$ cat config.mk
export PLATFORM = sky130hd
export DESIGN_NAME = dmrfalu_ctrl
export DESIGN_NICKNAME = d
export VERILOG_FILES = /design/src/rtl/dmrfalu_ctrl.sv
export SDC_FILE = /design/constraint.sdc
export NUM_CORES = 1
export LEC_CHECK = 0
export CORE_ASPECT_RATIO = 1.5
export CORE_MARGIN = 3
export CORE_UTILIZATION = 26
export CTS_CLUSTER_SIZE = 28
export DETAILED_ROUTE_END_ITERATION = 10
export GPL_TIMING_DRIVEN = 1
export PLACE_DENSITY = 0.55
export SLEW_MARGIN = 20
export SYNTH_ARGS = -nofsm -noshare
export SYNTH_HDL_FRONTEND = slang
export SYNTH_SLANG_ARGS = --single-unit
$ cat constraint.sdc
create_clock -name clk -period 3.5 [get_ports clk]
set_input_delay 0.875 -clock clk [delete_from_list [all_inputs] [get_ports clk]]
set_output_delay 0.875 -clock clk [all_outputs]
set_load 0.005 [all_outputs]
$ cat src/rtl/dmrfalu_ctrl.sv
// Multicycle control FSM for the data-memory / register-file / ALU datapath.
// Steps one instruction at a time through decode, execute, memory and write-back.
module dmrfalu_ctrl #(
  parameter int MEM_TIMEOUT = 15,
  parameter int CNT_W       = 16
) (
  input  logic             clk,
  input  logic             rst_n,
  input  logic             instr_valid,
  output logic             instr_ready,
  input  logic [5:0]       opcode,
  input  logic [5:0]       funct,
  input  logic             zero,
  input  logic             mem_ready,
  output logic [5:0]       FuncCode,
  output logic [1:0]       ALUOp,
  output logic             ALUSrc,
  output logic             RegDst,
  output logic             MemtoReg,
  output logic             MemRead,
  output logic             MemWrite,
  output logic             RegWrite,
  output logic             branch_taken,
  output logic             done,
  output logic             err,
  output logic [CNT_W-1:0] retired_count
);

  localparam int WAIT_W = (MEM_TIMEOUT > 1) ? $clog2(MEM_TIMEOUT + 1) : 1;
  localparam logic [WAIT_W-1:0] WAIT_LAST = WAIT_W'(MEM_TIMEOUT - 1);

  localparam logic [5:0] OP_RTYPE = 6'h00;
  localparam logic [5:0] OP_LW    = 6'h23;
  localparam logic [5:0] OP_SW    = 6'h2B;
  localparam logic [5:0] OP_BEQ   = 6'h04;
  localparam logic [5:0] OP_ADDI  = 6'h08;

  typedef enum logic [3:0] {
    S_IDLE      = 4'd0,
    S_DECODE    = 4'd1,
    S_EXEC_R    = 4'd2,
    S_WB_R      = 4'd3,
    S_EXEC_I    = 4'd4,
    S_WB_I      = 4'd5,
    S_EXEC_ADDR = 4'd6,
    S_MEM_RD    = 4'd7,
    S_MEM_WR    = 4'd8,
    S_WB_MEM    = 4'd9,
    S_EXEC_BR   = 4'd10,
    S_DONE      = 4'd11,
    S_ERR       = 4'd12
  } state_t;

  typedef struct packed {
    logic       instr_ready;
    logic [1:0] alu_op;
    logic       alu_src;
    logic       reg_dst;
    logic       mem_to_reg;
    logic       mem_read;
    logic       mem_write;
    logic       reg_write;
    logic       done;
    logic       err;
  } ctrl_t;

  localparam ctrl_t CTRL_RST = '{instr_ready: 1'b1, alu_op: 2'b00, alu_src: 1'b0,
                                 reg_dst: 1'b0, mem_to_reg: 1'b0, mem_read: 1'b0,
                                 mem_write: 1'b0, reg_write: 1'b0, done: 1'b0, err: 1'b0};

  // Strobe pattern of each state; registered against the next state so outputs
  // change exactly when the state register does.
  function automatic ctrl_t decode_ctrl(input state_t s);
    ctrl_t c;
    c = '0;
    case (s)
      S_IDLE:      c.instr_ready = 1'b1;
      S_DECODE:    c.alu_op      = 2'b00;
      S_EXEC_R:    c.alu_op      = 2'b10;
      S_WB_R:      begin c.alu_op = 2'b10; c.reg_dst = 1'b1; c.reg_write = 1'b1; end
      S_EXEC_I:    begin c.alu_op = 2'b00; c.alu_src = 1'b1; end
      S_WB_I:      begin c.alu_op = 2'b00; c.alu_src = 1'b1; c.reg_write = 1'b1; end
      S_EXEC_ADDR: begin c.alu_op = 2'b00; c.alu_src = 1'b1; end
      S_MEM_RD:    begin c.alu_op = 2'b00; c.alu_src = 1'b1; c.mem_read = 1'b1; end
      S_MEM_WR:    begin c.alu_op = 2'b00; c.alu_src = 1'b1; c.mem_write = 1'b1; end
      S_WB_MEM:    begin c.mem_to_reg = 1'b1; c.reg_write = 1'b1; end
      S_EXEC_BR:   c.alu_op      = 2'b01;
      S_DONE:      c.done        = 1'b1;
      S_ERR:       c.err         = 1'b1;
      default:     c = '0;
    endcase
    return c;
  endfunction

  state_t             state_q, state_d;
  ctrl_t              ctrl_q;
  logic [WAIT_W-1:0]  wait_q, wait_d;
  logic [5:0]         op_q;
  logic [5:0]         func_q;
  logic               bt_q;
  logic [CNT_W-1:0]   cnt_q;
  logic               accept_s;

  assign accept_s = (state_q == S_IDLE) && instr_valid;

  // Next-state and memory wait counter; completion beats timeout in the last wait cycle.
  always_comb begin
    state_d = state_q;
    wait_d  = wait_q;
    case (state_q)
      S_IDLE: begin
        if (instr_valid) state_d = S_DECODE;
        else             state_d = S_IDLE;
      end
      S_DECODE: begin
        case (op_q)
          OP_RTYPE:      state_d = S_EXEC_R;
          OP_LW, OP_SW:  state_d = S_EXEC_ADDR;
          OP_BEQ:        state_d = S_EXEC_BR;
          OP_ADDI:       state_d = S_EXEC_I;
          default:       state_d = S_ERR;
        endcase
      end
      S_EXEC_R:    state_d = S_WB_R;
      S_WB_R:      state_d = S_DONE;
      S_EXEC_I:    state_d = S_WB_I;
      S_WB_I:      state_d = S_DONE;
      S_EXEC_ADDR: begin
        wait_d = {WAIT_W{1'b0}};
        if (op_q == OP_LW) state_d = S_MEM_RD;
        else               state_d = S_MEM_WR;
      end
      S_MEM_RD, S_MEM_WR: begin
        if (mem_ready) begin
          if (state_q == S_MEM_RD) state_d = S_WB_MEM;
          else                     state_d = S_DONE;
        end else if (wait_q == WAIT_LAST) begin
          state_d = S_ERR;
        end else begin
          wait_d = wait_q + WAIT_W'(1);
        end
      end
      S_WB_MEM:    state_d = S_DONE;
      S_EXEC_BR:   state_d = S_DONE;
      S_DONE:      state_d = S_IDLE;
      S_ERR:       state_d = S_IDLE;
      default:     state_d = S_IDLE;
    endcase
  end

  // State, registered strobes, captured fields and retired counter.
  always_ff @(posedge clk or negedge rst_n) begin
    if (!rst_n) begin
      state_q <= S_IDLE;
      ctrl_q  <= CTRL_RST;
      wait_q  <= {WAIT_W{1'b0}};
      op_q    <= 6'h00;
      func_q  <= 6'h00;
      bt_q    <= 1'b0;
      cnt_q   <= {CNT_W{1'b0}};
    end else begin
      state_q <= state_d;
      ctrl_q  <= decode_ctrl(state_d);
      wait_q  <= wait_d;
      if (accept_s) begin
        op_q   <= opcode;
        func_q <= funct;
        bt_q   <= 1'b0;
      end else if (state_q == S_EXEC_BR) begin
        bt_q   <= zero;
      end
      if (state_d == S_DONE) cnt_q <= cnt_q + CNT_W'(1);
    end
  end

  assign instr_ready   = ctrl_q.instr_ready;
  assign ALUOp         = ctrl_q.alu_op;
  assign ALUSrc        = ctrl_q.alu_src;
  assign RegDst        = ctrl_q.reg_dst;
  assign MemtoReg      = ctrl_q.mem_to_reg;
  assign MemRead       = ctrl_q.mem_read;
  assign MemWrite      = ctrl_q.mem_write;
  assign RegWrite      = ctrl_q.reg_write;
  assign done          = ctrl_q.done;
  assign err           = ctrl_q.err;
  assign FuncCode      = func_q;
  assign branch_taken  = bt_q;
  assign retired_count = cnt_q;

endmodule

==> results of run 1 <==
[worst max-delay path, cell delays in order]
cell             delay, ps
clkdlybuf4s50_1        540
and3b_1                240
o21ai_1                160
o31a_1                 230
nand3_1                150
or4_4                  550
o21ai_2                 70
mux2_1                 330
[stage by stage]
step | setup WS, ps | instances | utilization | power [mW]
floorplan | 966 | 199 | - | 1.51
global placement | 277 | 349 | 0.338 | 1.90
detailed placement | 237 | 349 | 0.338 | 1.91
CTS | 543 | 357 | 0.355 | 2.40
global route | 367 | 357 | 0.355 | 2.53
finish | 532 | 357 | 0.355 | 2.35
[synth_stat cells (3+ instances only)]
cell type	count	share of area
buf_2	4	0.0089
nor3b_1	3	0.010
o21ai_0	5	0.011
clkbuf_1	3	0.0050
nor2_1	17	0.028
or3_1	3	0.0083
nand2_1	11	0.018
nand3_1	11	0.024
inv_1	6	0.010
xor2_1	4	0.016
dfrtp_1	47	0.52
o22ai_1	4	0.011
and2_1	5	0.014
ha_1	3	0.017
xnor2_1	14	0.054
mux2_2	13	0.065
and3_1	6	0.017
[flip-flops by register name (all words and copies together), names as in the netlist]
signal and flops:
retired_count 16, FuncCode 6, op_q 6, state_q 4
wait_q 4, ALUOp 2, ALUSrc 1, MemRead 1
MemWrite 1, MemtoReg 1, RegDst 1, RegWrite 1
branch_taken 1, done 1, err 1, instr_ready 1
[cell families after synthesis]
group / after synthesis / synth area share
AO/OA/AOI/OAI: 23 / 0.0753
buffers and inverters: 15 / 0.0288
flip-flops: 48 / 0.532
XOR/XNOR: 18 / 0.0698
AND/OR/NAND/NOR: 77 / 0.203
adder cells (fa/ha/maj): 3 / 0.0166
multiplexers: 15 / 0.0742
[worst max-delay path by stage]
stage	start	end	slack, ps	cells past startpoint
2_1_floorplan	mem_ready	wait_q[3]$_DFFE_PN0P_	970	7
3_3_place_gp	mem_ready	wait_q[3]$_DFFE_PN0P_	280	8
3_5_place_dp	mem_ready	wait_q[3]$_DFFE_PN0P_	240	8
4_1_cts	mem_ready	wait_q[3]$_DFFE_PN0P_	540	8
5_1_grt	mem_ready	wait_q[3]$_DFFE_PN0P_	370	8
6_report	mem_ready	wait_q[3]$_DFFE_PN0P_	530	8
[routing by layer]
metal  GRT usage  vias to the layer above
li1            -                      793
met1       0.124                      768
met2       0.180                       31
met3      0.0298                       12
met4      0.0582                        0
met5           0                        -
[area by class of cell]
class	instances	area, sq um	share of cell area
multi-input combinational	136	992	0.330
tap	107	134	0.0445
sequential	48	1200	0.400
clock buffer	5	125	0.0416
timing repair buffer	52	510	0.170
clock inverter	3	18.8	0.00624
inverter	6	22.5	0.00749
[report_power, final]
| group | switching [mW] | total (mW) | internal, mW |
|---|---|---|---|
| sequential | 0.210 | 0.958 | 0.748 |
| clock | 0.204 | 0.467 | 0.263 |
| combinational | 0.392 | 0.928 | 0.537 |
==> reports/qor.txt, run 1 <==
Status: complete, no violations
CTS Buffer Depth: 2
First-pass GRT wire length: 8.09 mm
HP Start: retired_count[15]$_DFFE_PN0P_
Die Y: 120 um
Drt initial violations: 109
Routed Antenna Nets: 0
Final hold slack: 488 ps
# nets final: 269
HPWL after DPL: 3.52 mm
Net Count, Synth: 219
Initial antenna violation count: 0
Synth warn: 0
GP Congestion: 0.831
Clock net sink count: 48
Setup TNS: 0 ps
Final worst path period share: 0.848
DR pass1 iterations: 5
Gr usage total: 0.109
CORE AREA: 8460 sq um
IO Port Bufs: 50
Syn avg cell area: 11.4 sq um
Rel. slew slack: 0.561
Reg clk slew, reported paths: 60 ps
CTS buffer count: 5
Static leakage: 1.30 nW
Share of layout cells above drive strength 1: 0.136
Final Skew: 4.49 ps
Max-slew violations: 0
Min Tclk post-route: 2970 ps
Slew @ Worst Pin: 659 ps
Clock root buffer: clkbuf_16
Fill cells: 853
Critical Path AT: 3140 ps
Cts repair resizes: 0
DR top layer: met4
R2R Path Start: state_q[3]$_DFF_PN0_
Wire length on met2: 2.55 mm
Power density over the cells: 783 nW/um^2
R2R setup slack: 670 ps
Met3 WL post-DR: 183 um
#FFs+latches synth: 48
Max FO, Critical Path: 8
Worst R2R End: wait_q[3]$_DFFE_PN0P_
Die footprint: 9870 sq um
Worst IR Drop VDD: 347 uV
DRC Markers: 0
Fmax: 0.337 GHz
Overflow after GRT: 0
Hold EP: retired_count[15]$_DFFE_PN0P_
Hold path depth: 1
WL met1: 1.98 mm
Clock latency on the worst-skew pair: 290 ps
Post-Syn Area: 2260 sq um
# rows: 41
Hold Buf Count CTS: 0
Commonest non-fill, non-tap cell in the layout: clkdlybuf4s50_1
CTS tree: built
H-tree depth: 2
Largest net degree at the start of global routing: 30
Critical Path End Type: flop
Initial core utilization: 0.267
DP Area: 2860 sq um
IO Pins: 51
Cell variety after synth: 50
Cells on worst reg2reg path: 6
FFs w/ async S/R, synth: 1.00
Layout area overhead: 33.0%
Post-synthesis sequential area ratio: 0.532
Crit Path Category: primary input to flop
Diodes inserted: 0
DR WL/cell: 13.6 um
Max cap viols: 0
Vias per std cell: 4.49
Setup violators final: 0
Post-Synthesis Cells: 199
Number of global-route vias before repair: 1639
Final hold vios: 0
Post-synth EDFFs: 0
Required time of the critical path: 3670 ps
Synth Flop Type: dfrtp_1
Die X: 82.1 um
CP startpoint kind: primary input
Via count: 1604
Hold/Removal Path Class: flop to flop
Post-CTS Setup Inserts: 0
Total Wirelength: 4.86 mm
Commonest cells after routing, fill and taps aside: clkdlybuf4s50_1, dfrtp_1, nor2_1, xnor2_1, mux2_2
Design area: 3010 sq um
RSZ-0062 raised after global routing: no
Power figures use the tool's default switching activity.
==> run 2, diff against run 1 <==
==> constraint.sdc (replaced) <==
create_clock -name clk -period 3 [get_ports clk]
set_input_delay 0.75 -clock clk [delete_from_list [all_inputs] [get_ports clk]]
set_output_delay 0.75 -clock clk [all_outputs]
set_load 0.005 [all_outputs]
==> run 2 against run 1 <==
  * Sequential power grew 14%
  * Sequential share of layout area shrank 1.4 points
  * Global-route usage grew 0.26 points
  * Non-clock buffer count grew 10
  * Clock-buffer cell count grew 1
  * Via count grew 3.1%
  * Critical endpoint unchanged
  * Largest cell class unchanged
  * Largest power group is now combinational logic
  * Highest routed layer unchanged
==> reports/qor.txt, run 2 (same netlist as run 1, synthesis figures left out) <==
Hold Buf Count CTS: 0
RSZ-0062 raised after global routing: no
Setup TNS: 0 ps
Die Y: 120 um
Switching Share: 0.326
Layout area overhead: 37.8%
Final worst path period share: 0.891
Reg clk slew, reported paths: 70 ps
Hold/Removal Path Class: primary input to asynchronous set/reset pin
Reg area: 1200 sq um
Critical path cell sequence: clkdlybuf4s50_1, and3b_1, o21ai_1, o31a_1, nand3_1, or4_4, o21ai_2, mux2_1
Critical Path End Type: flop
Commonest non-fill, non-tap cell in the layout: clkdlybuf4s50_1
Required time of the critical path: 3180 ps
CP startpoint kind: primary input
IO Pins: 51
Total Wirelength: 5.03 mm
CP max-delay cell: or4_4
Fmax: 0.374 GHz
CTS tree: built
CTS Buffer Depth: 2
CORE AREA: 8460 sq um
Worst IR Drop VDD: 377 uV
Die footprint: 9870 sq um
Met3 WL post-DR: 161 um
Logic pwr share: 0.403
Diodes inserted: 0
Crit Path Category: primary input to flop
Min Tclk post-route: 2670 ps
Power density over the cells: 951 nW/um^2
Initial core utilization: 0.267
Crit path largest cell delay: 530 ps
Place WS: 3.20 ps
NetSw: 967 uW
Share of layout cells above drive strength 1: 0.169
Final Skew: 4.46 ps
Post-CTS Setup Inserts: 0
Status: complete, no violations
WL met1: 2.14 mm
Cts repair resizes: 0
Max cap viols: 0
Via count: 1654
Max FO, Critical Path: 5
Overflow after GRT: 0
Drt initial violations: 105
Fill cells: 849
DR top layer: met4
Design area: 3110 sq um
First-pass GRT wire length: 8.29 mm
Critical Path AT: 2850 ps
CTS buffer count: 5
Buf/Inv on CP: 1
Rel. slew slack: 0.611
Gr usage total: 0.111
Static leakage: 1.36 nW
Clock share of power: 0.227
Clock net sink count: 48
Wire length on met2: 2.60 mm
Clock root buffer: clkbuf_16
Commonest cells after routing, fill and taps aside: clkdlybuf4s50_1, dfrtp_1, nor2_1, xnor2_1, mux2_2
Number of global-route vias before repair: 1648
# nets final: 279
IO Port Bufs: 50
H-tree depth: 2
Internal power: 2.00 mW
DP Area: 2940 sq um
DRC Markers: 0
DR WL/cell: 13.7 um
Slew @ Worst Pin: 581 ps
DR pass1 iterations: 4
Setup violators final: 0
Multi-input logic area: 992 sq um
Final hold slack: 310 ps
HPWL after DPL: 3.73 mm
Max-slew violations: 0
Max reg flops: 16
Largest net degree at the start of global routing: 21
GP Congestion: 0.800
Final hold vios: 0
Vias per std cell: 4.51
Initial antenna violation count: 0
Sequential power share: 0.370
Clock latency on the worst-skew pair: 290 ps
Routed Antenna Nets: 0
Die X: 82.1 um
# rows: 41
CP top delay family: simple AND/OR/NAND/NOR gates
Final WS setup: 326 ps
==> run 2: per-stage QoR <==
stage / instances / power, mW / util
final: 367 / 2.96 / 0.368
after global routing: 367 / 3.17 / 0.368
after CTS: 367 / 3.01 / 0.368
after detailed placement: 359 / 2.32 / 0.347
after global placement: 359 / 2.32 / 0.347
after floorplan: 199 / 1.76 / -
==> run 2: layout make-up <==
cell class / count / share of cell area
inverters: 6 / 0.00723
multi-input cells: 136 / 0.319
clock buffers: 6 / 0.0446
clock inverters: 2 / 0.0125
well taps: 107 / 0.0430
flip-flops and latches: 48 / 0.386
repair buffers: 62 / 0.188
==> run 2: power groups by stage <==
stage | clock [mW] | sequential [mW] | combinational [mW]
after CTS | 0.695 | 1.10 | 1.22
after global routing | 0.709 | 1.14 | 1.32
after global placement | 0 | 1.11 | 1.21
after detailed placement | 0 | 1.11 | 1.21
after floorplan | 0 | 1.02 | 0.743
final | 0.674 | 1.09 | 1.19
==> run 2: path summary, 6_finish.rpt <==
kind	start	to	slack, ps	cells after the start
setup reg to reg	state_q[1]$_DFF_PN0_	wait_q[3]$_DFFE_PN0P_	370	7
setup / recovery	mem_ready	wait_q[3]$_DFFE_PN0P_	330	8
min in group clk	retired_count[15]$_DFFE_PN0P_	retired_count[15]$_DFFE_PN0P_	470	1
hold / removal	rst_n	retired_count[15]$_DFFE_PN0P_	310	1
max in group asynchronous	rst_n	instr_ready$_DFF_PN1_	2090	2
hold reg to reg	retired_count[15]$_DFFE_PN0P_	retired_count[15]$_DFFE_PN0P_	470	1
==> run 2: per-layer routing <==
metal / track usage / vias up
met5: 0 / -
met4: 0.0593 / 0
met3: 0.0246 / 9
met2: 0.182 / 27
met1: 0.133 / 807
li1: - / 811
